<file path="src/rtl/setup_result_collector.sv">
// setup_result_collector: receive side of the DFF setup-time sweep.
// For each (clk slope, d slope) point it scans trials from MAX_OFF down to 0.
// It keeps the smallest passing offset seen before the first failure.
// Each point's result is streamed over valid/ready and stored in a table.
// The table can be read back through a registered random-access port.
// Optional build macro: SETUP_MONOTONIC_CHECK_EN. When defined, it adds the
// nonmono output and a per-point nonmono bit in each table entry.
module setup_result_collector #(
  parameter int OFFW    = 7,
  parameter int MAX_OFF = 100,
  parameter int NB_CK   = 3,
  parameter int NB_D    = 3
) (
  input  logic                            clk,
  input  logic                            rst,
  input  logic                            start,
  input  logic                            trial_valid,
  input  logic [OFFW-1:0]                 trial_offset,
  input  logic                            trial_q,
  input  logic                            trial_exp,
  output logic                            busy,
  output logic                            done,
  output logic                            err,
  output logic                            res_valid,
  input  logic                            res_ready,
  output logic [$clog2(NB_CK)-1:0]        res_ck_idx,
  output logic [$clog2(NB_D)-1:0]         res_d_idx,
  output logic [OFFW-1:0]                 res_code,
  output logic                            res_found,
`ifdef SETUP_MONOTONIC_CHECK_EN
  output logic                            nonmono,
  input  logic [$clog2(NB_CK*NB_D)-1:0]   rd_addr,
  output logic [OFFW+1:0]                 rd_data
`else
  input  logic [$clog2(NB_CK*NB_D)-1:0]   rd_addr,
  output logic [OFFW:0]                   rd_data
`endif
);

  localparam int CKW  = $clog2(NB_CK);
  localparam int DW   = $clog2(NB_D);
  localparam int NPTS = NB_CK * NB_D;
  localparam int AW   = $clog2(NPTS);
`ifdef SETUP_MONOTONIC_CHECK_EN
  localparam int EW   = OFFW + 2;
`else
  localparam int EW   = OFFW + 1;
`endif

  typedef enum logic [1:0] {S_IDLE, S_SWEEP, S_COMMIT, S_DONE} state_e;

  state_e          state_q, state_d;
  logic [CKW-1:0]  ck_q, ck_d;
  logic [DW-1:0]   dix_q, dix_d;
  logic [OFFW-1:0] exp_q, exp_d;
  logic            found_q, found_d;
  logic            failed_q, failed_d;
  logic [OFFW-1:0] code_q, code_d;
  logic            busy_q, busy_d;
  logic            done_q, done_d;
  logic            err_q, err_d;
  logic            rv_q, rv_d;
  logic [CKW-1:0]  rck_q, rck_d;
  logic [DW-1:0]   rdi_q, rdi_d;
  logic [OFFW-1:0] rcode_q, rcode_d;
  logic            rfound_q, rfound_d;
  logic [EW-1:0]   rd_data_q, rd_data_d;
  logic            wr_en_s;
  logic [AW-1:0]   wr_idx_s;
  logic            pass_s;

  logic            tbl_found_q [NPTS];
  logic [OFFW-1:0] tbl_code_q  [NPTS];
`ifdef SETUP_MONOTONIC_CHECK_EN
  logic            nm_pt_q, nm_pt_d;
  logic            nonmono_q, nonmono_d;
  logic            tbl_nm_q    [NPTS];
`endif

  assign pass_s   = (trial_q == trial_exp);
  assign wr_idx_s = AW'(int'(ck_q) * NB_D + int'(dix_q));

  // Next-state, per-point evaluation and result-field logic
  always_comb begin
    state_d   = state_q;
    ck_d      = ck_q;
    dix_d     = dix_q;
    exp_d     = exp_q;
    found_d   = found_q;
    failed_d  = failed_q;
    code_d    = code_q;
    busy_d    = busy_q;
    done_d    = done_q;
    err_d     = err_q;
    rv_d      = rv_q;
    rck_d     = rck_q;
    rdi_d     = rdi_q;
    rcode_d   = rcode_q;
    rfound_d  = rfound_q;
    wr_en_s   = 1'b0;
`ifdef SETUP_MONOTONIC_CHECK_EN
    nm_pt_d   = nm_pt_q;
    nonmono_d = nonmono_q;
`endif
    case (state_q)
      S_IDLE, S_DONE: begin
        // start also beats a coincident trial_valid: the trial is not looked at here
        if (start) begin
          state_d  = S_SWEEP;
          ck_d     = '0;
          dix_d    = '0;
          exp_d    = OFFW'(MAX_OFF);
          found_d  = 1'b0;
          failed_d = 1'b0;
          code_d   = '1;
          busy_d   = 1'b1;
          done_d   = 1'b0;
          err_d    = 1'b0;
`ifdef SETUP_MONOTONIC_CHECK_EN
          nm_pt_d   = 1'b0;
          nonmono_d = 1'b0;
`endif
        end else begin
          state_d = state_q;
        end
      end
      S_SWEEP: begin
        if (trial_valid) begin
          if (trial_offset != exp_q) begin
            err_d = 1'b1;
          end else begin
            if (pass_s && !failed_q) begin
              code_d  = trial_offset;
              found_d = 1'b1;
            end else if (pass_s) begin
`ifdef SETUP_MONOTONIC_CHECK_EN
              nm_pt_d   = 1'b1;
              nonmono_d = 1'b1;
`endif
            end else begin
              failed_d = 1'b1;
            end
            if (trial_offset == '0) begin
              state_d  = S_COMMIT;
              wr_en_s  = 1'b1;
              rv_d     = 1'b1;
              rck_d    = ck_q;
              rdi_d    = dix_q;
              rcode_d  = code_d;
              rfound_d = found_d;
            end else begin
              exp_d = exp_q - OFFW'(1);
            end
          end
        end else begin
          state_d = state_q;
        end
      end
      S_COMMIT: begin
        if (rv_q && res_ready) begin
          rv_d = 1'b0;
          if (ck_q == CKW'(NB_CK - 1) && dix_q == DW'(NB_D - 1)) begin
            state_d = S_DONE;
            busy_d  = 1'b0;
            done_d  = 1'b1;
          end else begin
            state_d  = S_SWEEP;
            exp_d    = OFFW'(MAX_OFF);
            found_d  = 1'b0;
            failed_d = 1'b0;
            code_d   = '1;
`ifdef SETUP_MONOTONIC_CHECK_EN
            nm_pt_d  = 1'b0;
`endif
            if (dix_q == DW'(NB_D - 1)) begin
              dix_d = '0;
              ck_d  = ck_q + CKW'(1);
            end else begin
              dix_d = dix_q + DW'(1);
            end
          end
        end else begin
          state_d = state_q;
        end
      end
      default: begin
        state_d = S_IDLE;
      end
    endcase
  end

  // Read-port data: table entry when the address is in range, zero otherwise
  always_comb begin
    rd_data_d = '0;
    if (int'(rd_addr) < NPTS) begin
`ifdef SETUP_MONOTONIC_CHECK_EN
      rd_data_d = {tbl_nm_q[rd_addr], tbl_found_q[rd_addr], tbl_code_q[rd_addr]};
`else
      rd_data_d = {tbl_found_q[rd_addr], tbl_code_q[rd_addr]};
`endif
    end else begin
      rd_data_d = '0;
    end
  end

  // Control, per-point and result registers with synchronous reset
  always_ff @(posedge clk) begin
    if (rst) begin
      state_q   <= S_IDLE;
      ck_q      <= '0;
      dix_q     <= '0;
      exp_q     <= OFFW'(MAX_OFF);
      found_q   <= 1'b0;
      failed_q  <= 1'b0;
      code_q    <= '1;
      busy_q    <= 1'b0;
      done_q    <= 1'b0;
      err_q     <= 1'b0;
      rv_q      <= 1'b0;
      rck_q     <= '0;
      rdi_q     <= '0;
      rcode_q   <= '1;
      rfound_q  <= 1'b0;
      rd_data_q <= '0;
`ifdef SETUP_MONOTONIC_CHECK_EN
      nm_pt_q   <= 1'b0;
      nonmono_q <= 1'b0;
`endif
    end else begin
      state_q   <= state_d;
      ck_q      <= ck_d;
      dix_q     <= dix_d;
      exp_q     <= exp_d;
      found_q   <= found_d;
      failed_q  <= failed_d;
      code_q    <= code_d;
      busy_q    <= busy_d;
      done_q    <= done_d;
      err_q     <= err_d;
      rv_q      <= rv_d;
      rck_q     <= rck_d;
      rdi_q     <= rdi_d;
      rcode_q   <= rcode_d;
      rfound_q  <= rfound_d;
      rd_data_q <= rd_data_d;
`ifdef SETUP_MONOTONIC_CHECK_EN
      nm_pt_q   <= nm_pt_d;
      nonmono_q <= nonmono_d;
`endif
    end
  end

  // Table found bits: cleared by reset, written when a point enters COMMIT
  always_ff @(posedge clk) begin
    if (rst) begin
      for (int i = 0; i < NPTS; i++) tbl_found_q[i] <= 1'b0;
    end else if (wr_en_s) begin
      tbl_found_q[wr_idx_s] <= found_d;
    end
  end

  // Table code (and nonmono) fields: no reset, written when a point enters COMMIT
  always_ff @(posedge clk) begin
    if (wr_en_s && !rst) begin
      tbl_code_q[wr_idx_s] <= code_d;
`ifdef SETUP_MONOTONIC_CHECK_EN
      tbl_nm_q[wr_idx_s]   <= nm_pt_d;
`endif
    end
  end

  assign busy       = busy_q;
  assign done       = done_q;
  assign err        = err_q;
  assign res_valid  = rv_q;
  assign res_ck_idx = rck_q;
  assign res_d_idx  = rdi_q;
  assign res_code   = rcode_q;
  assign res_found  = rfound_q;
  assign rd_data    = rd_data_q;
`ifdef SETUP_MONOTONIC_CHECK_EN
  assign nonmono    = nonmono_q;
`endif

endmodule

</file>
<file path="config.mk">
export PLATFORM = sky130hd
export DESIGN_NAME = setup_result_collector
export DESIGN_NICKNAME = d
export VERILOG_FILES = /design/src/rtl/setup_result_collector.sv
export SDC_FILE = /design/constraint.sdc
export NUM_CORES = 1
export LEC_CHECK = 0
export ABC_CLOCK_PERIOD_IN_PS = 3900
export CAP_MARGIN = 15
export CORE_ASPECT_RATIO = 1.2
export CORE_MARGIN = 3
export CORE_UTILIZATION = 55
export CTS_BUF_LIST = sky130_fd_sc_hd__clkbuf_8
export CTS_CLUSTER_SIZE = 12
export DETAILED_ROUTE_END_ITERATION = 8
export PLACE_DENSITY = 0.76
export SKIP_LAST_GASP = 1
export SYNTH_ARGS = -nofsm -noshare
export SYNTH_HDL_FRONTEND = slang
export SYNTH_SLANG_ARGS = --single-unit
</file>
<file path="constraint.sdc">
create_clock -name clk -period 3.9 [get_ports clk]
set_input_delay 1.17 -clock clk [delete_from_list [all_inputs] [get_ports clk]]
set_output_delay 1.17 -clock clk [all_outputs]
set_load 0.01 [all_outputs]
</file>
## Yosys cells after proc, flatten, opt, wreduce, memory -nomap -nowiden

Memory sizes are Yosys's and may differ from the RTL's. A register that Yosys moved wholly into a read port is not among the register bits.
Index checks and enable logic that the tools add are counted.

| word-level totals | value |
|---|---|
| memories kept | 2 |
| bits in latches | 0 |
| register bits | 38 |
| bits in read-only memories | 0 |
| word-level logic and storage cells | 141 |
| input bits | 18 |
| output and inout port bits | 24 |
| memory bits (writable) | 72 |

| operators by class | value |
|---|---|
| multiply operators | 1 |
| div/mod/pow operators | 0 |
| magnitude comparators | 1 |
| mux-type cells | 74 |
| shifts and indexed selects | 0 |
| $add $sub $neg | 4 |
| equality and inequality tests | 19 |
| bitwise logic cells | 2 |
| reduce and logical (&&, ||, !) cells | 23 |

Memory list:

| name | depth | width | rd ports | clocked after Yosys merged registers in | wr ports | RTL line | source |
|---|---|---|---|---|---|---|---|
| tbl_code_q | 9 | 7 | 1 | 1 | 1 | 73 | `logic [OFFW-1:0] tbl_code_q [NPTS];` |
| tbl_found_q | 9 | 1 | 1 | 1 | 9 | 72 | `logic tbl_found_q [NPTS];` |

Operator list:

| cell | number |
|---|---|
| 7-bit two-way mux | 12 |
| 7-bit case mux with 3 select lines | 2 |
| 1-bit two-way mux | 37 |
| 2-bit two-way mux | 13 |
| 2-bit inequality test, second input constant | 12 |
| 4-bit AND reduction | 4 |
| 5-bit AND reduction | 3 |
| 2-bit == test, second input constant | 4 |
| 1-bit case mux with 2 select lines | 4 |
| 2-bit case mux with 2 select lines | 2 |
| 7-bit zero test | 1 |
| 7-bit inequality test | 1 |
| 7-bit AND reduction | 1 |
| 7-bit by 1-bit subtractor with 7-bit output, second input constant | 1 |
| 1-bit case mux with 3 select lines | 2 |
| 2-bit case mux with 3 select lines | 1 |
| 6-bit AND reduction | 1 |
| 2-bit nonzero test | 3 |
| 2-bit by 1-bit adder with 2-bit output, second input constant | 2 |
| 4-bit by 2-bit adder with 4-bit output | 1 |
| 1-bit logical AND | 4 |
| 4-bit < comparator, second input constant | 1 |
| 2-bit by 2-bit multiplier with 4-bit output, second input constant | 1 |
| 4-bit two-way mux | 1 |
| other kinds (7) | 10 |

## Logic depth before layout (Yosys ltp)

Gate-level depths: netlist of the first run.

| logic depth | value |
|---|---|
| word-level depth | 10 |
| depth in mapped cells | 9 |
| depth with buffers taken out | 7 |

## Least setup slack after synthesis of the first run

Ideal clock, no wire load.

| timing | value |
|---|---|
| kind | input-to-reg |
| start | in trial_offset[5] |
| end | mem tbl_code_q[4][0] (enable) |
| setup time | 0.380 ns |
| cell stages on the path | 5 |
| required time | 3.520 ns |
| buffers on the path | 0 |
| arrival time | 2.852 ns |
| slack | 0.667 ns |
| path through | xnor2_1 > nand4_1 > nor4_4 > nand4b_4 > nor3_1 |

| between the ends | value |
|---|---|
| word-level cells in the longest chain between the ends | 8 |
| elaborated cells between the ends (all ways) | 9 |
| those cells by class | 1 x eq/ne; 6 x mux; 2 x reduce/logical |

RTL lines:

| what | RTL line | source |
|---|---|---|
| start, declared | 18 | `input logic [OFFW-1:0] trial_offset,` |
| 7-bit zero test | 143 | `if (trial_offset == '0) begin` |
| 1-bit two-way mux | 143 |  |
| 1-bit two-way mux (*) | 129 | `if (trial_offset != exp_q) begin` |
| 1-bit two-way mux (*) | 128 | `if (trial_valid) begin` |
| 1-bit two-way mux (*) | 105 | `case (state_q)` |
| 1-bit logical AND (*) | 264 | `if (wr_en_s && !rst) begin` |
| 1-bit two-way mux (*) | 264 |  |
| 1-bit two-way mux (implied by the code) (*) | 265 | `tbl_code_q[wr_idx_s] <= code_d;` |
| end, declared | 73 |  |

Every way passes the cells marked *; elsewhere a longest branch is shown, timed or not.

## Worst setup path in the final report of the first run

| timing | value |
|---|---|
| start | in trial_offset[3] |
| end | mem tbl_code_q[8][2] (data pin) |

| between the ends | value |
|---|---|
| word-level cells in the longest chain between the ends | 4 |

RTL lines:

| what | RTL line | source |
|---|---|---|
| 7-bit inequality test | 129 |  |
| 7-bit two-way mux | 129 |  |
| 7-bit two-way mux | 128 |  |
| 7-bit case mux with 3 select lines | 105 |  |
| via code_d[2] | 58 | `logic [OFFW-1:0] code_q, code_d;` |

The timed path passes the listed nets, and every way through them passes these cells.

==> impl_metrics.env, run 1 <==
export IMPL_die_y_um=117.1
export IMPL_mostFrequentLayoutCell="edfxtp_1"
export IMPL_cts_sinks=125
export IMPL_synthSimpleGateAreaFrac_pct=13.23
export IMPL_die_area_mm2=0.01154
export IMPL_critPathCaptureType="flop"
export IMPL_ant_nets=0
export IMPL_final_setup_viol_count=0
export IMPL_path_class="in -> reg"
export IMPL_synthMuxAreaShare_pct=11.26
export IMPL_die_w_um=98.57
export IMPL_drive_gt1_share_pct=15.34
export IMPL_initial_core_util_pct=57.95
export IMPL_post_synth_num_cell_types=53
export IMPL_synth_edff_count=79
export IMPL_hold_viol=0
export IMPL_post_cts_resized=0
export IMPL_r2r_cells=8
export IMPL_cap_violations=0
export IMPL_synth_top_family_by_area="simple AND/OR/NAND/NOR gates"
export IMPL_cts_tree="done"
export IMPL_io_buffers=41
export IMPL_cts_buffers=17
export IMPL_netlist_area_mm2=0.005655
export IMPL_ctsHoldBuffers=0
export IMPL_wirelength_um=12050
export IMPL_path_clk_slew_ns=0.07
export IMPL_required_ns=4.01
export IMPL_power_density_mw_per_mm2=486.8
export IMPL_synth_compound_area_share_pct=10.35
export IMPL_rows=39
export IMPL_diodes=0
export IMPL_status="finished clean"
export IMPL_ys_warn_count=0
export IMPL_fin_crit_sh_pct=84.00
export IMPL_multi_input_area_mm2=0.002168
export IMPL_syn_area_per_cell_um2=12.19
export IMPL_clockRootBuffer="clkbuf_8"
export IMPL_core_mm2=0.009759
export IMPL_routabilityCongestion=0.8762
export IMPL_dpl_hpwl_um=8383
export IMPL_min_path_type="reg -> reg"
export IMPL_finalWorstSetupSlack_ns=0.6238
export IMPL_cpLargestDelayFamily="compound AO/OA/AOI/OAI gates"
export IMPL_critPathLaunchType="input pin"
export IMPL_worstPathCellList="clkdlybuf4s50_1 -> xnor2_1 -> and3_1 -> nand3_1 -> a21o_1 -> a32oi_1"
export IMPL_grt_max_degree=41
export IMPL_vias=4011
export IMPL_post_place_ws_ns=0.2430
export IMPL_report_final_slew_viol_count=0
export IMPL_syn_inst=464
export IMPL_rsz0062_at_grt="no"
export IMPL_path_buf_inv=1
export IMPL_syn_to_final_growth_pct=17.48
export IMPL_cp_arrival_ns=3.39
export IMPL_track_usage_pct=22.09
export IMPL_post_cts_buffers=0
export IMPL_antenna_found_initial=0
export IMPL_clkLatencyLatePin_ns=0.42
export IMPL_synth_main_ff_cell="edfxtp_1"
export IMPL_layout_min_cycle_time_ns=3.276
export IMPL_grt_pass1_vias=3990
export IMPL_grt_pass1_wl_um=19640
export IMPL_tns_ns=0
export IMPL_htreeDepth=4
export IMPL_cp_max_fo=14
export IMPL_min_delay_path_depth=1
export IMPL_clock_path_buffers=2
export IMPL_skew_ns=0.009325
export IMPL_nets=542
export IMPL_routedWlPerCell_um=18.50
export IMPL_grt_overflow_total=0
export IMPL_async_flop_share_pct=0
export IMPL_post_route_util_pct=68.08
export IMPL_seq_area_frac_synth_pct=58.23
export IMPL_drt_iter0_markers=319
export IMPL_synth_xor_area_share_pct=1.239
export IMPL_synthesis_nets=491
export IMPL_seqCellArea_mm2=0.003293
export IMPL_tightest_slew_ns=0.8998
export IMPL_viasPerCell=6.161
export IMPL_ir_drop_mv=0.2505
export IMPL_final_cell_mix="79 x edfxtp_1, 56 x nor2_1, 46 x dfxtp_1, 41 x clkdlybuf4s50_1, 29 x o21ai_0"
export IMPL_ios=42
export IMPL_crit_slowest_cell="a32oi_1"
export IMPL_cp_depth=6
export IMPL_p_leak_uw=0.002299
export IMPL_max_freq_mhz=305.2
export IMPL_drtPass1Iterations=5
export IMPL_slowest_delay_ns=0.66
export IMPL_drc=0
export IMPL_nFillCells=719
export IMPL_slew_headroom_pct=40.01
export IMPL_synth_fa_ha_area_share_pct=2.257
export IMPL_synth_seq_cells=125
[routing by layer]
| metal | routed length, µm | GRT usage [%] | up-vias | part of all wire (%) |
|---|---|---|---|---|
| li1 | - | - | 1873 | - |
| met1 | 4756 | 25.71 | 1918 | 39 |
| met2 | 6147 | 38.75 | 186 | 51 |
| met3 | 772 | 4.624 | 34 | 6.4 |
| met4 | 370 | 11.75 | 0 | 3.1 |
| met5 | 0 | 0 | - | 0 |
[flip-flops by register name (all words and copies together) (netlist names)]
signal       flops
tbl_found_q     16
found_q          1
res_found        1
ck_q             2
failed_q         1
err              1
res_ck_idx       2
rd_data          8
tbl_code_q      63
res_code         7
res_valid        1
exp_q            7
state_q          2
done             1
busy             1
dix_q            2
code_q           7
res_d_idx        2
[synth_stat cells, types with 13 or more instances]
cell type / number / area [µm²]
edfxtp_1: 79 / 2372
nor2_1: 56 / 210.2
dfxtp_1: 46 / 920.9
o21ai_0: 29 / 145.1
nor3_1: 26 / 130.1
a21oi_1: 24 / 120.1
inv_1: 22 / 82.58
clkbuf_1: 19 / 71.32
mux4_2: 19 / 427.9
nand2_1: 15 / 56.30
a32oi_1: 14 / 122.6
mux2i_1: 13 / 130.1
[path summary, 6_finish.rpt]
path                         from                         end  slack [ns]
max               trial_offset[3]  tbl_code_q[8][2]$_DFFE_PP_        0.62
min              err$_SDFFE_PP0P_            err$_SDFFE_PP0P_        0.48
max reg2reg  ck_q[0]$_SDFFE_PP0P_  tbl_code_q[8][6]$_DFFE_PP_        0.88
min reg2reg      err$_SDFFE_PP0P_            err$_SDFFE_PP0P_        0.48
[logic make-up (layout without fill, tap and decap cells)]
kind of cell / count (synthesis) / in the layout
flops: 125 / 125
compound gates: 92 / 92
xor+xnor: 8 / 8
buf+inv: 48 / 112
fa+ha+maj: 9 / 9
mux: 39 / 39
simple gates: 143 / 143
[layout make-up]
type                    instances  share of cell area (%)
repair buffers                 58                   8.098
clock buffers                  17                   3.522
inverters                      22                   1.243
well taps                     123                   2.316
multi-input cells             291                   32.64
flip-flops and latches        125                   49.57
clock inverters                15                   2.618
[through the flow]
| stage | std cells | power (µW) | hold slack [ns] | area, µm² |
|---|---|---|---|---|
| after floorplan | 464 | 1946 | 0.4474 | 5655 |
| after global placement | 619 | 2098 | 0.4544 | 6236 |
| after detailed placement | 619 | 2117 | 0.4633 | 6236 |
| after CTS | 651 | 3246 | 0.4843 | 6644 |
| after global routing | 651 | 3378 | 0.5014 | 6644 |
| final | 651 | 3234 | 0.4817 | 6644 |
[power by group]
| part | switching [µW] | internal, µW |
|---|---|---|
| clock | 508 | 630 |
| combinational | 336 | 176 |
| sequential | 36.4 | 1550 |
(Power assumes the default switching activity.)
==> inputs of run 2 (changes only) <==
--- a/config.mk
+++ b/config.mk
@@ -5,7 +5,7 @@
 export SDC_FILE = /design/constraint.sdc
 export NUM_CORES = 1
 export LEC_CHECK = 0
-export ABC_CLOCK_PERIOD_IN_PS = 3900
+export ABC_CLOCK_PERIOD_IN_PS = 3100
 export CAP_MARGIN = 15
 export CORE_ASPECT_RATIO = 1.2
 export CORE_MARGIN = 3
==> constraint.sdc (replaced) <==
create_clock -name clk -period 3.1 [get_ports clk]
set_input_delay 0.93 -clock clk [delete_from_list [all_inputs] [get_ports clk]]
set_output_delay 0.93 -clock clk [all_outputs]
set_load 0.01 [all_outputs]
==> run 2 against run 1 <==
Effect of this change: register-to-register slack lost 0.55 ns; sequential power grew 26%; clock skew grew 0.0046 ns; clock-buffer cell count is the same; via count grew 0.70%; clock power grew 15%; combinational power grew 46%; sequential cell count is the same; non-clock buffer count grew 28; final area grew 2.7%; highest routed layer unchanged.
==> impl_metrics.env, run 2 (same netlist as run 1, synthesis figures left out) <==
export IMPL_nFillCells=690
export IMPL_slew_headroom_pct=60.41
export IMPL_io_buffers=41
export IMPL_layout_min_cycle_time_ns=2.774
export IMPL_cpLargestDelayFamily="adder cells"
export IMPL_drtPass1Iterations=5
export IMPL_p_leak_uw=0.002429
export IMPL_placed_cell_area_mm2=0.006459
export IMPL_multi_input_area_mm2=0.002168
export IMPL_htreeDepth=4
export IMPL_path_clk_slew_ns=0.07
export IMPL_grt_max_degree=42
export IMPL_report_final_slew_viol_count=0
export IMPL_post_route_util_pct=69.92
export IMPL_ir_drop_mv=0.3570
export IMPL_clkLatencyLatePin_ns=0.44
export IMPL_crit_slowest_cell="fa_1"
export IMPL_cp_arrival_ns=2.92
export IMPL_tightest_slew_ns=0.5917
export IMPL_max_freq_mhz=360.4
export IMPL_syn_to_final_growth_pct=20.66
export IMPL_fin_crit_sh_pct=89.50
export IMPL_skew_ns=0.01390
export IMPL_min_path_type="reg -> reg"
export IMPL_clockRootBuffer="clkbuf_8"
export IMPL_tns_ns=0
export IMPL_clock_path_buffers=2
export IMPL_dpl_hpwl_um=8821
export IMPL_power_total_uw=4045
export IMPL_post_cts_resized=0
export IMPL_routedWlPerCell_um=17.96
export IMPL_core_mm2=0.009759
export IMPL_die_y_um=117.1
export IMPL_required_ns=3.25
export IMPL_largest_reg_flops=63
export IMPL_critPathLaunchType="flop"
export IMPL_track_usage_pct=22.80
export IMPL_ant_nets=0
export IMPL_power_density_mw_per_mm2=592.7
export IMPL_grt_pass1_vias=4033
export IMPL_worstPathCellList="fa_1 -> ha_1 -> inv_1 -> fa_1 -> or2_2 -> or3_1 -> nor2_1 -> buf_4"
export IMPL_cts_buffers=17
export IMPL_drc=0
export IMPL_die_area_mm2=0.01154
export IMPL_path_class="reg -> reg"
export IMPL_rsz0062_at_grt="no"
export IMPL_initial_core_util_pct=57.95
export IMPL_final_cell_mix="79 x edfxtp_1, 56 x nor2_1, 46 x dfxtp_1, 44 x buf_4, 41 x clkdlybuf4s50_1"
export IMPL_nets=570
export IMPL_rows=39
export IMPL_diodes=0
export IMPL_cp_max_fo=7
export IMPL_cap_violations=0
export IMPL_critPathCaptureType="flop"
export IMPL_seqCellArea_mm2=0.003293
export IMPL_mostFrequentLayoutCell="edfxtp_1"
export IMPL_vias=4039
export IMPL_grt_pass1_wl_um=20010
export IMPL_viasPerCell=5.948
export IMPL_status="finished clean"
export IMPL_drt_iter0_markers=236
export IMPL_ctsHoldBuffers=0
export IMPL_antenna_found_initial=0
export IMPL_routabilityCongestion=0.9091
export IMPL_cts_sinks=125
export IMPL_slowest_delay_ns=0.56
export IMPL_top_register="tbl_code_q"
export IMPL_hold_ws_ns=0.4839
export IMPL_path_buf_inv=2
export IMPL_ios=42
export IMPL_cts_tree="done"
export IMPL_grt_overflow_total=0
export IMPL_final_area_mm2=0.006824
export IMPL_hold_viol=0
export IMPL_crit_path_frequent_cell="fa_1"
export IMPL_die_w_um=98.57
export IMPL_wirelength_um=12190
export IMPL_final_setup_viol_count=0
export IMPL_post_cts_buffers=0
export IMPL_drive_gt1_share_pct=18.88
## run 2: final cells by class
cell class	count	area share, %
multi-input cells	291	31.77
clock inverters	15	1.925
inverters	22	1.210
well taps	123	2.255
clock buffers	17	3.429
flip-flops and latches	125	48.26
repair buffers	86	11.15
## run 2: worst reg2reg max path: cells and delay by family (launching register included)
kind                       cells  cell delay, ns
adders and majority gates      3            1.07
and+or+nand+nor                3            0.81
DFF                            1            0.38
buffers and inverters          2            0.22
## run 2: path summary, 6_finish.rpt
check	from	end	slack, ns	depth (start not counted)
max reg2reg	ck_q[0]$_SDFFE_PP0P_	tbl_code_q[8][1]$_DFFE_PP_	0.33	8
min	tbl_code_q[8][5]$_DFFE_PP_	rd_data[5]$_SDFF_PP0_	0.48	2
min reg2reg	tbl_code_q[8][5]$_DFFE_PP_	rd_data[5]$_SDFF_PP0_	0.48	2
max	ck_q[0]$_SDFFE_PP0P_	tbl_code_q[8][1]$_DFFE_PP_	0.33	8
## run 2: routing by layer
metal  global-route usage (%)  vias up  share of wire (%)  wire length (µm)
li1                         -     1917                  -                 -
met1                    26.56     1931                 40              4837
met2                    39.65      160                 52              6292
met3                    5.039       31                5.4               654
met4                    12.30        0                3.3               408
met5                        0        -                  0                 0
## run 2: metrics by stage
step / setup slack, ns / cells
2_1_floorplan: 0.05197 / 464
4_1_cts: 0.3310 / 679
3_5_place_dp: -0.09638 / 647
3_3_place_gp: -0.03634 / 647
5_1_grt: 0.2056 / 679
6_report: 0.3257 / 679
## run 2: where the power goes
| part | total (µW) | internal (µW) | switching, µW |
|---|---|---|---|
| clock network | 1310 | 695 | 613 |
| registers | 1990 | 1940 | 46.5 |
| logic | 747 | 298 | 449 |
| total | 4040 | 2940 | 1110 |
